**config.mk**
```make
export PLATFORM = sky130hd
export DESIGN_NAME = brick_grid_collider_flat
export DESIGN_NICKNAME = d
export VERILOG_FILES = /design/src/rtl/brick_grid_collider_pkg.sv /design/src/rtl/brick_grid_collider_if.sv /design/src/rtl/brick_coord_gen.sv /design/src/rtl/brick_grid_collider.sv /design/src/flat_wrapper.sv
export SDC_FILE = /design/constraint.sdc
export NUM_CORES = 1
export LEC_CHECK = 0
export ABC_AREA = 1
export CORE_MARGIN = 4
export CORE_UTILIZATION = 60
export CTS_CLUSTER_DIAMETER = 50
export DETAILED_ROUTE_END_ITERATION = 7
export GPL_TIMING_DRIVEN = 0
export PLACE_DENSITY_LB_ADDON = 0.15
export SLEW_MARGIN = 25
export SYNTH_ARGS = -nofsm -noshare
export SYNTH_HDL_FRONTEND = slang
export SYNTH_SLANG_ARGS = --single-unit
```
**constraint.sdc**
```tcl
create_clock -name pclk -period 5.7 [get_ports pclk]
set_input_delay 1.14 -clock pclk [delete_from_list [all_inputs] [get_ports pclk]]
set_output_delay 1.14 -clock pclk [all_outputs]
set_load 0.01 [all_outputs]
```
**src/rtl/brick_grid_collider_pkg.sv**
```systemverilog
// brick_grid_collider_pkg: geometry defaults, hit-side encodings and shared types for the brick wall
package brick_grid_collider_pkg;
   localparam int CORD_W = 12;
   localparam int DEPTH_W = CORD_W + 1;
   localparam int DEF_ROWS = 4;
   localparam int DEF_COLS = 4;
   localparam int DEF_ORIGIN_X = 100;
   localparam int DEF_ORIGIN_Y = 80;
   localparam int DEF_B_WIDTH = 100;
   localparam int DEF_B_HEIGHT = 30;
   localparam int DEF_GAP_X = 20;
   localparam int DEF_GAP_Y = 10;
   localparam int DEF_BALL_SIZE = 8;
   localparam logic [1:0] HIT_SIDE_TB = 2'b01;
   localparam logic [1:0] HIT_SIDE_LR = 2'b10;
   localparam logic [1:0] HIT_SIDE_CORNER = 2'b11;
   typedef enum logic [1:0] {IDLE, SCAN, HIT} state_t;
   function automatic logic [1:0] side_of(input logic [DEPTH_W-1:0] dx, input logic [DEPTH_W-1:0] dy);
      return dx > dy ? HIT_SIDE_TB : dx < dy ? HIT_SIDE_LR : HIT_SIDE_CORNER;
   endfunction
endpackage

```
**src/rtl/brick_grid_collider_if.sv**
```systemverilog
// brick_grid_collider_if: hit report valid/ready channel from the collider to the ball logic
interface brick_grid_collider_if #(parameter int RW = 2, parameter int CW = 2);
   logic hit_valid;
   logic hit_ready;
   logic [RW-1:0] hit_row;
   logic [CW-1:0] hit_col;
   logic [1:0] hit_side;
   modport master(output hit_valid, output hit_row, output hit_col, output hit_side, input hit_ready);
   modport slave(input hit_valid, input hit_row, input hit_col, input hit_side, output hit_ready);
endinterface

```
**src/rtl/brick_coord_gen.sv**
```systemverilog
// brick_coord_gen: row-major brick walker producing index, row/col and top-left corner with adders only
module brick_coord_gen
   import brick_grid_collider_pkg::*;
#(
   parameter int ROWS = 4,
   parameter int COLS = 4,
   parameter int ORIGIN_X = 100,
   parameter int ORIGIN_Y = 80,
   parameter int PITCH_X = 120,
   parameter int PITCH_Y = 40,
   parameter int RW = 2,
   parameter int CW = 2,
   parameter int IW = 4
) (
   input logic pclk,
   input logic rst_n,
   input logic start,
   input logic step,
   output logic [RW-1:0] row,
   output logic [CW-1:0] col,
   output logic [IW-1:0] idx,
   output logic [CORD_W-1:0] x0,
   output logic [CORD_W-1:0] y0,
   output logic last
);
   logic col_end;
   assign col_end = col == CW'(COLS - 1);
   assign last = col_end && row == RW'(ROWS - 1);
   always_ff @(posedge pclk or negedge rst_n) begin
      if (!rst_n) begin
         row <= '0;
         col <= '0;
         idx <= '0;
         x0 <= CORD_W'(ORIGIN_X);
         y0 <= CORD_W'(ORIGIN_Y);
      end else if (start) begin
         row <= '0;
         col <= '0;
         idx <= '0;
         x0 <= CORD_W'(ORIGIN_X);
         y0 <= CORD_W'(ORIGIN_Y);
      end else if (step) begin
         idx <= idx + IW'(1);
         col <= col_end ? '0 : col + CW'(1);
         row <= col_end ? row + RW'(1) : row;
         x0 <= col_end ? CORD_W'(ORIGIN_X) : x0 + CORD_W'(PITCH_X);
         y0 <= col_end ? y0 + CORD_W'(PITCH_Y) : y0;
      end
   end
endmodule

```
**src/rtl/brick_grid_collider.sv**
```systemverilog
// brick_grid_collider: per-frame scan of the brick wall against the ball box, reporting one hit per frame
module brick_grid_collider
   import brick_grid_collider_pkg::*;
#(
   parameter int ROWS = DEF_ROWS,
   parameter int COLS = DEF_COLS,
   parameter int ORIGIN_X = DEF_ORIGIN_X,
   parameter int ORIGIN_Y = DEF_ORIGIN_Y,
   parameter int B_WIDTH = DEF_B_WIDTH,
   parameter int B_HEIGHT = DEF_B_HEIGHT,
   parameter int GAP_X = DEF_GAP_X,
   parameter int GAP_Y = DEF_GAP_Y,
   parameter int BALL_SIZE = DEF_BALL_SIZE
) (
   input logic pclk,
   input logic rst_n,
   input logic frame_start,
   input logic level_load,
   input logic [CORD_W-1:0] ball_x,
   input logic [CORD_W-1:0] ball_y,
   brick_grid_collider_if.master hit,
   output logic scan_busy,
   output logic [ROWS*COLS-1:0] alive_mask,
   output logic [$clog2(ROWS*COLS+1)-1:0] bricks_left,
   output logic all_cleared
);
   localparam int N = ROWS * COLS;
   localparam int RW = ROWS > 1 ? $clog2(ROWS) : 1;
   localparam int CW = COLS > 1 ? $clog2(COLS) : 1;
   localparam int NW = $clog2(N + 1);
   localparam int IW = N > 1 ? $clog2(N) : 1;
   state_t state, state_d;
   logic [CORD_W-1:0] bx_q, by_q, x0, y0;
   logic [RW-1:0] row, row_d;
   logic [CW-1:0] col, col_d;
   logic [IW-1:0] idx, hidx, hidx_d;
   logic [1:0] side_d;
   logic [N-1:0] alive_d;
   logic [NW-1:0] left_d;
   logic last, start, valid_d, ovl;
   logic [DEPTH_W-1:0] ax_lo, ax_hi, kx_lo, kx_hi, ay_lo, ay_hi, ky_lo, ky_hi, dx, dy;
   assign start = state == IDLE && frame_start && !level_load;
   brick_coord_gen #(
      .ROWS(ROWS), .COLS(COLS), .ORIGIN_X(ORIGIN_X), .ORIGIN_Y(ORIGIN_Y),
      .PITCH_X(B_WIDTH + GAP_X), .PITCH_Y(B_HEIGHT + GAP_Y), .RW(RW), .CW(CW), .IW(IW)
   ) u_coord (
      .pclk(pclk), .rst_n(rst_n), .start(start), .step(state == SCAN),
      .row(row), .col(col), .idx(idx), .x0(x0), .y0(y0), .last(last)
   );
   // one extra bit so ball/brick far edges near 4095 cannot wrap
   assign ax_lo = {1'b0, bx_q};
   assign ax_hi = ax_lo + DEPTH_W'(BALL_SIZE - 1);
   assign kx_lo = {1'b0, x0};
   assign kx_hi = kx_lo + DEPTH_W'(B_WIDTH);
   assign ay_lo = {1'b0, by_q};
   assign ay_hi = ay_lo + DEPTH_W'(BALL_SIZE - 1);
   assign ky_lo = {1'b0, y0};
   assign ky_hi = ky_lo + DEPTH_W'(B_HEIGHT);
   assign ovl = ax_lo <= kx_hi && ax_hi >= kx_lo && ay_lo <= ky_hi && ay_hi >= ky_lo;
   assign dx = (ax_hi < kx_hi ? ax_hi : kx_hi) - (ax_lo > kx_lo ? ax_lo : kx_lo) + DEPTH_W'(1);
   assign dy = (ay_hi < ky_hi ? ay_hi : ky_hi) - (ay_lo > ky_lo ? ay_lo : ky_lo) + DEPTH_W'(1);
   always_comb begin
      state_d = state;
      valid_d = hit.hit_valid;
      row_d = hit.hit_row;
      col_d = hit.hit_col;
      side_d = hit.hit_side;
      hidx_d = hidx;
      alive_d = alive_mask;
      left_d = bricks_left;
      if (level_load) begin
         state_d = IDLE;
         valid_d = 1'b0;
         alive_d = '1;
         left_d = NW'(N);
      end else begin
         case (state)
            IDLE: state_d = frame_start ? SCAN : IDLE;
            SCAN: begin
               if (alive_mask[idx] && ovl) begin
                  state_d = HIT;
                  valid_d = 1'b1;
                  row_d = row;
                  col_d = col;
                  side_d = side_of(dx, dy);
                  hidx_d = idx;
               end else if (last) state_d = IDLE;
            end
            HIT: begin
               if (hit.hit_ready) begin
                  state_d = IDLE;
                  valid_d = 1'b0;
                  alive_d[hidx] = 1'b0;
                  left_d = bricks_left == '0 ? '0 : bricks_left - NW'(1);
               end
            end
            default: state_d = IDLE;
         endcase
      end
   end
   always_ff @(posedge pclk or negedge rst_n) begin
      if (!rst_n) begin
         state <= IDLE;
         bx_q <= '0;
         by_q <= '0;
         hit.hit_valid <= 1'b0;
         hit.hit_row <= '0;
         hit.hit_col <= '0;
         hit.hit_side <= '0;
         hidx <= '0;
         alive_mask <= '1;
         bricks_left <= NW'(N);
         scan_busy <= 1'b0;
         all_cleared <= 1'b0;
      end else begin
         state <= state_d;
         bx_q <= start ? ball_x : bx_q;
         by_q <= start ? ball_y : by_q;
         hit.hit_valid <= valid_d;
         hit.hit_row <= row_d;
         hit.hit_col <= col_d;
         hit.hit_side <= side_d;
         hidx <= hidx_d;
         alive_mask <= alive_d;
         bricks_left <= left_d;
         scan_busy <= state_d != IDLE;
         all_cleared <= left_d == '0;
      end
   end
endmodule

```
**src/flat_wrapper.sv**
```systemverilog
// flat-port wrapper written by rule: the top's interface ports become plain ports
module brick_grid_collider_flat import brick_grid_collider_pkg::*;
#(
   parameter int ROWS = DEF_ROWS,
   parameter int COLS = DEF_COLS,
   parameter int ORIGIN_X = DEF_ORIGIN_X,
   parameter int ORIGIN_Y = DEF_ORIGIN_Y,
   parameter int B_WIDTH = DEF_B_WIDTH,
   parameter int B_HEIGHT = DEF_B_HEIGHT,
   parameter int GAP_X = DEF_GAP_X,
   parameter int GAP_Y = DEF_GAP_Y,
   parameter int BALL_SIZE = DEF_BALL_SIZE
)
  (pclk, rst_n, frame_start, level_load, ball_x, ball_y, scan_busy, alive_mask, bricks_left, all_cleared, hit_hit_valid, hit_hit_row, hit_hit_col, hit_hit_side, hit_hit_ready);
  brick_grid_collider_if #(.RW(2), .CW(2)) hit_i ();
  input logic pclk;
  input logic rst_n;
  input logic frame_start;
  input logic level_load;
  input logic [CORD_W-1:0] ball_x;
  input logic [CORD_W-1:0] ball_y;
  output logic scan_busy;
  output logic [ROWS*COLS-1:0] alive_mask;
  output logic [$clog2(ROWS*COLS+1)-1:0] bricks_left;
  output logic all_cleared;
  output wire logic [$bits(hit_i.hit_valid)-1:0] hit_hit_valid;
  output wire logic [$bits(hit_i.hit_row)-1:0] hit_hit_row;
  output wire logic [$bits(hit_i.hit_col)-1:0] hit_hit_col;
  output wire logic [$bits(hit_i.hit_side)-1:0] hit_hit_side;
  input wire logic [$bits(hit_i.hit_ready)-1:0] hit_hit_ready;
  assign hit_hit_valid = hit_i.hit_valid;
  assign hit_hit_row = hit_i.hit_row;
  assign hit_hit_col = hit_i.hit_col;
  assign hit_hit_side = hit_i.hit_side;
  assign hit_i.hit_ready = hit_hit_ready;
  brick_grid_collider #(.ROWS(ROWS), .COLS(COLS), .ORIGIN_X(ORIGIN_X), .ORIGIN_Y(ORIGIN_Y), .B_WIDTH(B_WIDTH), .B_HEIGHT(B_HEIGHT), .GAP_X(GAP_X), .GAP_Y(GAP_Y), .BALL_SIZE(BALL_SIZE)) u_core (.pclk(pclk), .rst_n(rst_n), .frame_start(frame_start), .level_load(level_load), .ball_x(ball_x), .ball_y(ball_y), .hit(hit_i), .scan_busy(scan_busy), .alive_mask(alive_mask), .bricks_left(bricks_left), .all_cleared(all_cleared));
endmodule
```
==> impl_results.md, run 1 <==
* Status: completed
* Setup_tns at 0 ns
* Worst hold path type: reg2reg
* FF-to-FF Start: u_core.bx_q[0]
* Setup violators final at 0
* Synthesized area per cell at 7.09 um^2
* Post-detail-place hpwl at 18400 um
* Worst Path Class, Setup: reg2reg
* Pins Over Slew Limit at 0
* Yosys reg bits at 87
* Post-synth EDFFs at 0
* Clock Skew at 0.0105 ns
* Height of the die at 128 um
* Initial antenna violation count at 0
* Commonest non-fill, non-tap cell in the layout: nand2_1
* Post-synthesis mux area share at 0
* Delay of the slowest cell on the worst path at 0.37 ns
* Chip width at 128 um
* CP Launch Point: u_core.bx_q[0]
* Routability congestion estimate at 0.947
* Io pins at 59
* Req. time, crit path at 5.93 ns
* Buffers & Inverters on Critical Path at 6
* Initial Util at 0.617
* Busiest layer in global routing: met2
* Cell family with most CP delay: compound AO/OA/AOI/OAI gates
* Worst-Margin Slew at 0.739 ns
* DRC violations left at 0
* Register area share after synthesis at 0.255
* Netlist cell types at 49
* FF-to-FF End: u_core.hit.hit_side[1]
* Clk sinks at 87
* Met1 Use GR at 0.412
* Synth Area in Simple Gates at 0.268
* DR iter-0 viols at 947
* WL final at 26200 um
* Finished Core Util at 0.780
* Vias in the first global route at 8136
* Adder-cell share of the synthesized area at 0.203
* Wire per inst at 17.2 um
* Share of the synthesized area in the top cell type at 0.199
* RSZ-0062 raised after global routing: yes
* CTS buffer count at 9
* Area delta synth->final at 26.4%
* Clk slew on worst S/H paths at 0.06 ns
* Final Hold Fails at 0
* Skew-Pair Late Insertion Delay at 0.35 ns
* Hold buffer count at cts at 0
* Buffers from clock root to sink, at most at 2
* Largest fanout on the critical path at 6
* Nets at 1509
* CTS tree: done
* Fmax achieved at 178 MHz
* Grt ovf at 0
* Ys flop type: dfrtp_1
* Compound-gate portion of the synthesized area at 0.149
* Post-Synth XOR/XNOR Area at 0.0435
* Startpoint type of the worst setup path: flop
* Worst Hold Margin at 0.479 ns
* Post-layout minimum cycle time at 5.62 ns
* Asr flop ratio synth at 1.00
* CP endpoint: u_core.hit.hit_side[1]
* Post-DR vias/cell at 5.95
* Layout cell share with drive strength beyond 1 at 0.198
* Syn nets at 1385
* Die area at 16400 um^2
* Final std cells w/o fill at 1526
* Htree depth at 3
* Stages on worst setup path at 39
* DRT antenna net count at 0
* First-pass GRT wire length at 38800 um
* GRT Util Overall at 0.292
* Met3 Use GR at 0.0388
* Slew headroom at 0.507
* Final period utilization at 0.987
* Critical Path Sink Type: flop
* Vias at 9081
* Met2 GRT Util at 0.465
* R2R depth at 39
* Core Region at 14000 um^2
* Clock root buffer: clkbuf_16
* Largest family of logic cells by synthesized area: simple AND/OR/NAND/NOR gates
* Top cell type by total area after synthesis: ha_1
* Critical Path AT at 5.86 ns
* CP max stage cell: dfrtp_1
* Synth warnings at 0
* Netlist Area Pre-Place at 8630 um^2
* Reg2reg setup slack at 0.08 ns
* Most frequent CP cell: nand2_1
* PortBufs at 58
* Largest cells by area after synthesis: ha_1 (20%), dfrtp_1 (19%), nand2_1 (14%), dfstp_2 (6.7%), inv_1 (6.3%)
* Mapped Cells at 1217
* Largest net degree at the start of global routing at 74
* FP Rows at 43
* Max Cap Viol at 0
* Dpl cells at 1456
* Number of diodes at 0
* First-pass DRT Iterations at 6
* Most frequent cells in the layout: nand2_1 (307), inv_1 (129), ha_1 (117)
## repair_timing
| action | in CTS | in global routing |
|---|---|---|
| cloned | 0 | 1 |
| gates resized for setup | 29 | 136 |
| pin swaps | 11 | 63 |
| setup buffers | 9 | 44 |
| endpoints found under the setup margin | 2 | 2 |
## worst min-delay path: stages, from the launching register on
cell and delay (ns):
dfstp_2 0.38, o31ai_1 0.06, nand2_1 0.05
## state kept, by name (all words and copies together), names as in the netlist, 4 cells and up
signal,cells
u_core.alive_mask,16
u_core.bricks_left,5
u_core.hidx,4
u_core.u_coord.idx,4
u_core.u_coord.x0,10
u_core.by_q,12
u_core.u_coord.y0,9
u_core.bx_q,12
## stage by stage
step	setup slack (ns)	instance area, um^2
floorplan	0.561	8630
global placement	-0.450	9440
detailed placement	-0.545	9470
CTS	0.00996	9970
global route	-0.247	10900
finish	0.0762	10900
## routing by layer
layer | share of wire | vias up
li1 | - | 4309
met1 | 0.43 | 4283
met4 | 0.031 | 0
met3 | 0.079 | 71
met5 | 0 | -
met2 | 0.46 | 418
## worst min path at each step
stage / from / to / slack, ns / cells after the start
floorplan: u_core.u_coord.row[1] / u_core.hit.hit_row[1] / 0.47 / 2
finish: u_core.alive_mask[12] / u_core.alive_mask[12] / 0.48 / 2
global route: u_core.alive_mask[15] / u_core.alive_mask[15] / 0.51 / 2
global placement: u_core.alive_mask[8] / u_core.alive_mask[8] / 0.47 / 2
detailed placement: u_core.alive_mask[12] / u_core.alive_mask[12] / 0.47 / 2
CTS: u_core.alive_mask[12] / u_core.alive_mask[12] / 0.48 / 2
## logic make-up (layout without fill, tap and decap cells)
group                      Yosys count  count (layout)
adders and majority gates          139             139
buffers and inverters              177             306
xor gates and xnor gates            42              42
and+or+nand+nor                    540             540
AOI/OAI and AO/OA                  232             232
DFF                                 87              87
## layout make-up
class	instances	area, um^2
inverters	157	602
repair buffers	113	1030
well taps	180	225
plain buffers	20	126
clock inverters	6	43.8
flip-flops and latches	87	2220
multi-input cells	953	6430
fillers	999	3080
clock buffers	10	229
## synth_stat cells, drive strengths merged (13+ instances only)
library cell    n
inv           156
nor3           17
clkbuf         13
nor2           92
o21ai         124
nand4          21
a21oi          64
nand2         334
nand3          71
dfstp          22
dfrtp          65
ha            137
xor2           34
Power of run 1 is left out: the tool's default activity adds up to more than one toggle a clock period on the data nets, which glitch-free logic cannot reach.
==> run 2, diff against run 1 <==
CORE_UTILIZATION = 61   (was 60)
clock period = 7.2 ns   (was 5.7 ns; I/O delays follow)
==> impl_results.md, run 2 (synthesized netlist as in run 1, its figures left out) <==
* Regs by FF count: u_core.alive_mask (16), u_core.bx_q (12), u_core.by_q (12)
* Grt ovf at 0 (unchanged)
* Worst-Margin Slew at 1.09 ns (+0.346 ns)
* Skew-Pair Late Insertion Delay at 0.34 ns (about the same)
* Max Cap Viol at 0 (unchanged)
* Layout cell share with drive strength beyond 1 at 0.0697 (-0.129)
* Die area at 16100 um^2 (-1.5%)
* First-pass DRT Iterations at 5 (-1)
* PortBufs at 58 (unchanged)
* Multi-input logic area at 5730 um^2 (-11%)
* Delay of the slowest cell on the worst path at 0.55 ns (+0.18 ns)
* Largest net degree at the start of global routing at 69 (-6.8%)
* DRT antenna net count at 0 (unchanged)
* FP Rows at 43 (unchanged)
* Pins Over Slew Limit at 0 (unchanged)
* DR iter-0 viols at 635 (-33%)
* Io pins at 59 (unchanged)
* Post-layout minimum cycle time at 6.58 ns (+0.952 ns)
* Htree depth at 3 (unchanged)
* Setup violators final at 0 (unchanged)
* Core Region at 13900 um^2 (-0.77%)
* Initial antenna violation count at 0 (unchanged)
* Post-DR vias/cell at 5.64 (-5.3%)
* Initial Util at 0.622 (+0.00478)
* Clk slew on worst S/H paths at 0.07 ns (about the same)
* CTS tree: done
* Slew headroom at 0.267 (-0.240)
* GRT Util Overall at 0.284 (-0.00758)
* Post-CTS Setup Bufs at 0 (-9)
* Clock Skew at 0.00993 ns (-0.000617 ns)
* DRC violations left at 0 (unchanged)
* RSZ-0062 raised after global routing: no
* Hold buffer count at cts at 0 (unchanged)
* Chip width at 127 um (-0.77%)
* Nets at 1455 (-3.6%)
* Buffers from clock root to sink, at most at 2 (unchanged)
* Buffers & Inverters on Critical Path at 5 (-1)
* Most frequent CP cell: nand2_1
* Commonest non-fill, non-tap cell in the layout: nand2_1
* Req. time, crit path at 7.42 ns (+1.49 ns)
* Critical Path AT at 6.80 ns (+0.94 ns)
* Top reg by flops: u_core.alive_mask
* Worst Hold Margin at 0.488 ns (+0.00972 ns)
* Number of diodes at 0 (unchanged)
* Filler cells at 1223 (+22%)
* CP max stage cell: o2111ai_1
* Largest fanout on the critical path at 10 (+4)
* Most frequent cells in the layout: nand2_1 (324), inv_1 (145), ha_1 (137)
* Finished Core Util at 0.704 (-0.0760)
* Final period utilization at 0.913 (-0.0733)
* Worst Path Class, Setup: reg2reg
* CTS buffer count at 9 (unchanged)
* First-pass GRT wire length at 37400 um (-3.7%)
* Clk sinks at 87 (unchanged)
* Height of the die at 127 um (-0.77%)
* Vias in the first global route at 7848 (-3.5%)
* Clock root buffer: clkbuf_16
* Dpl cells at 1456 (unchanged)
* FF/Latch Area at 2200 um^2 (-0.68%)
* Cell family with most CP delay: compound AO/OA/AOI/OAI gates
* Routability congestion estimate at 0.955 (+0.78%)
* Wire per inst at 15.4 um (-10%)
* Critical Path Sink Type: flop
* Post-detail-place hpwl at 18400 um (-0.28%)
* Area delta synth->final at 13.2%
* Post-CTS Resized at 0 (-100%)
* Final Hold Fails at 0 (unchanged)
* Vias at 8296 (-8.6%)
* Startpoint type of the worst setup path: flop
* Final std cells w/o fill at 1472 (-3.5%)
* WL final at 22600 um (-14%)
* Setup_tns at 0 ns (unchanged)
* Status: completed
* Fmax achieved at 152 MHz (-14%)
* Largest register FFs at 16 (unchanged)
* Worst hold path type: reg2reg
==> run 2: final cells by class <==
type,instances,share of cell area
Timing Repair Buffer,59,0.0623
Multi-Input combinational cell,953,0.586
Buffer,20,0.0116
Clock inverter,6,0.00691
Tap cell,180,0.0230
Clock buffer,10,0.0244
Inverter,157,0.0603
Sequential cell,87,0.226
==> run 2: worst paths after layout <==
| check | from | to | slack [ns] | cells past startpoint |
|---|---|---|---|---|
| max in group asynchronous | rst_n | u_core.u_coord.x0[2] | 5.63 | 2 |
| min in group asynchronous | rst_n | u_core.by_q[8] | 0.93 | 1 |
| worst min register to register | u_core.alive_mask[2] | u_core.alive_mask[2] | 0.49 | 2 |
| worst max register to register | u_core.bx_q[0] | u_core.hit.hit_side[1] | 0.62 | 35 |
| worst max-delay path | u_core.bx_q[0] | u_core.hit.hit_side[1] | 0.62 | 35 |
| worst min-delay path | u_core.alive_mask[2] | u_core.alive_mask[2] | 0.49 | 2 |
==> run 2: worst min-delay path, delay by kind of cell (launching register included) <==
family          cells  cell delay, ns
compound gates      1            0.06
flops               1            0.37
simple gates        1            0.05
==> run 2: metrics by stage <==
stage	setup slack, ns	instance area [um^2]
after global routing	0.204	9770
final	0.624	9770
after global placement	0.966	9440
after detailed placement	0.913	9470
after CTS	0.885	9770
after floorplan	2.06	8630
==> run 2: layer usage <==
metal	wire length, um	GRT usage
met5	0	0
met4	540	0.0909
met3	1420	0.0459
met2	10100	0.443
met1	10600	0.405
Power of run 2 is left out for the same reason.
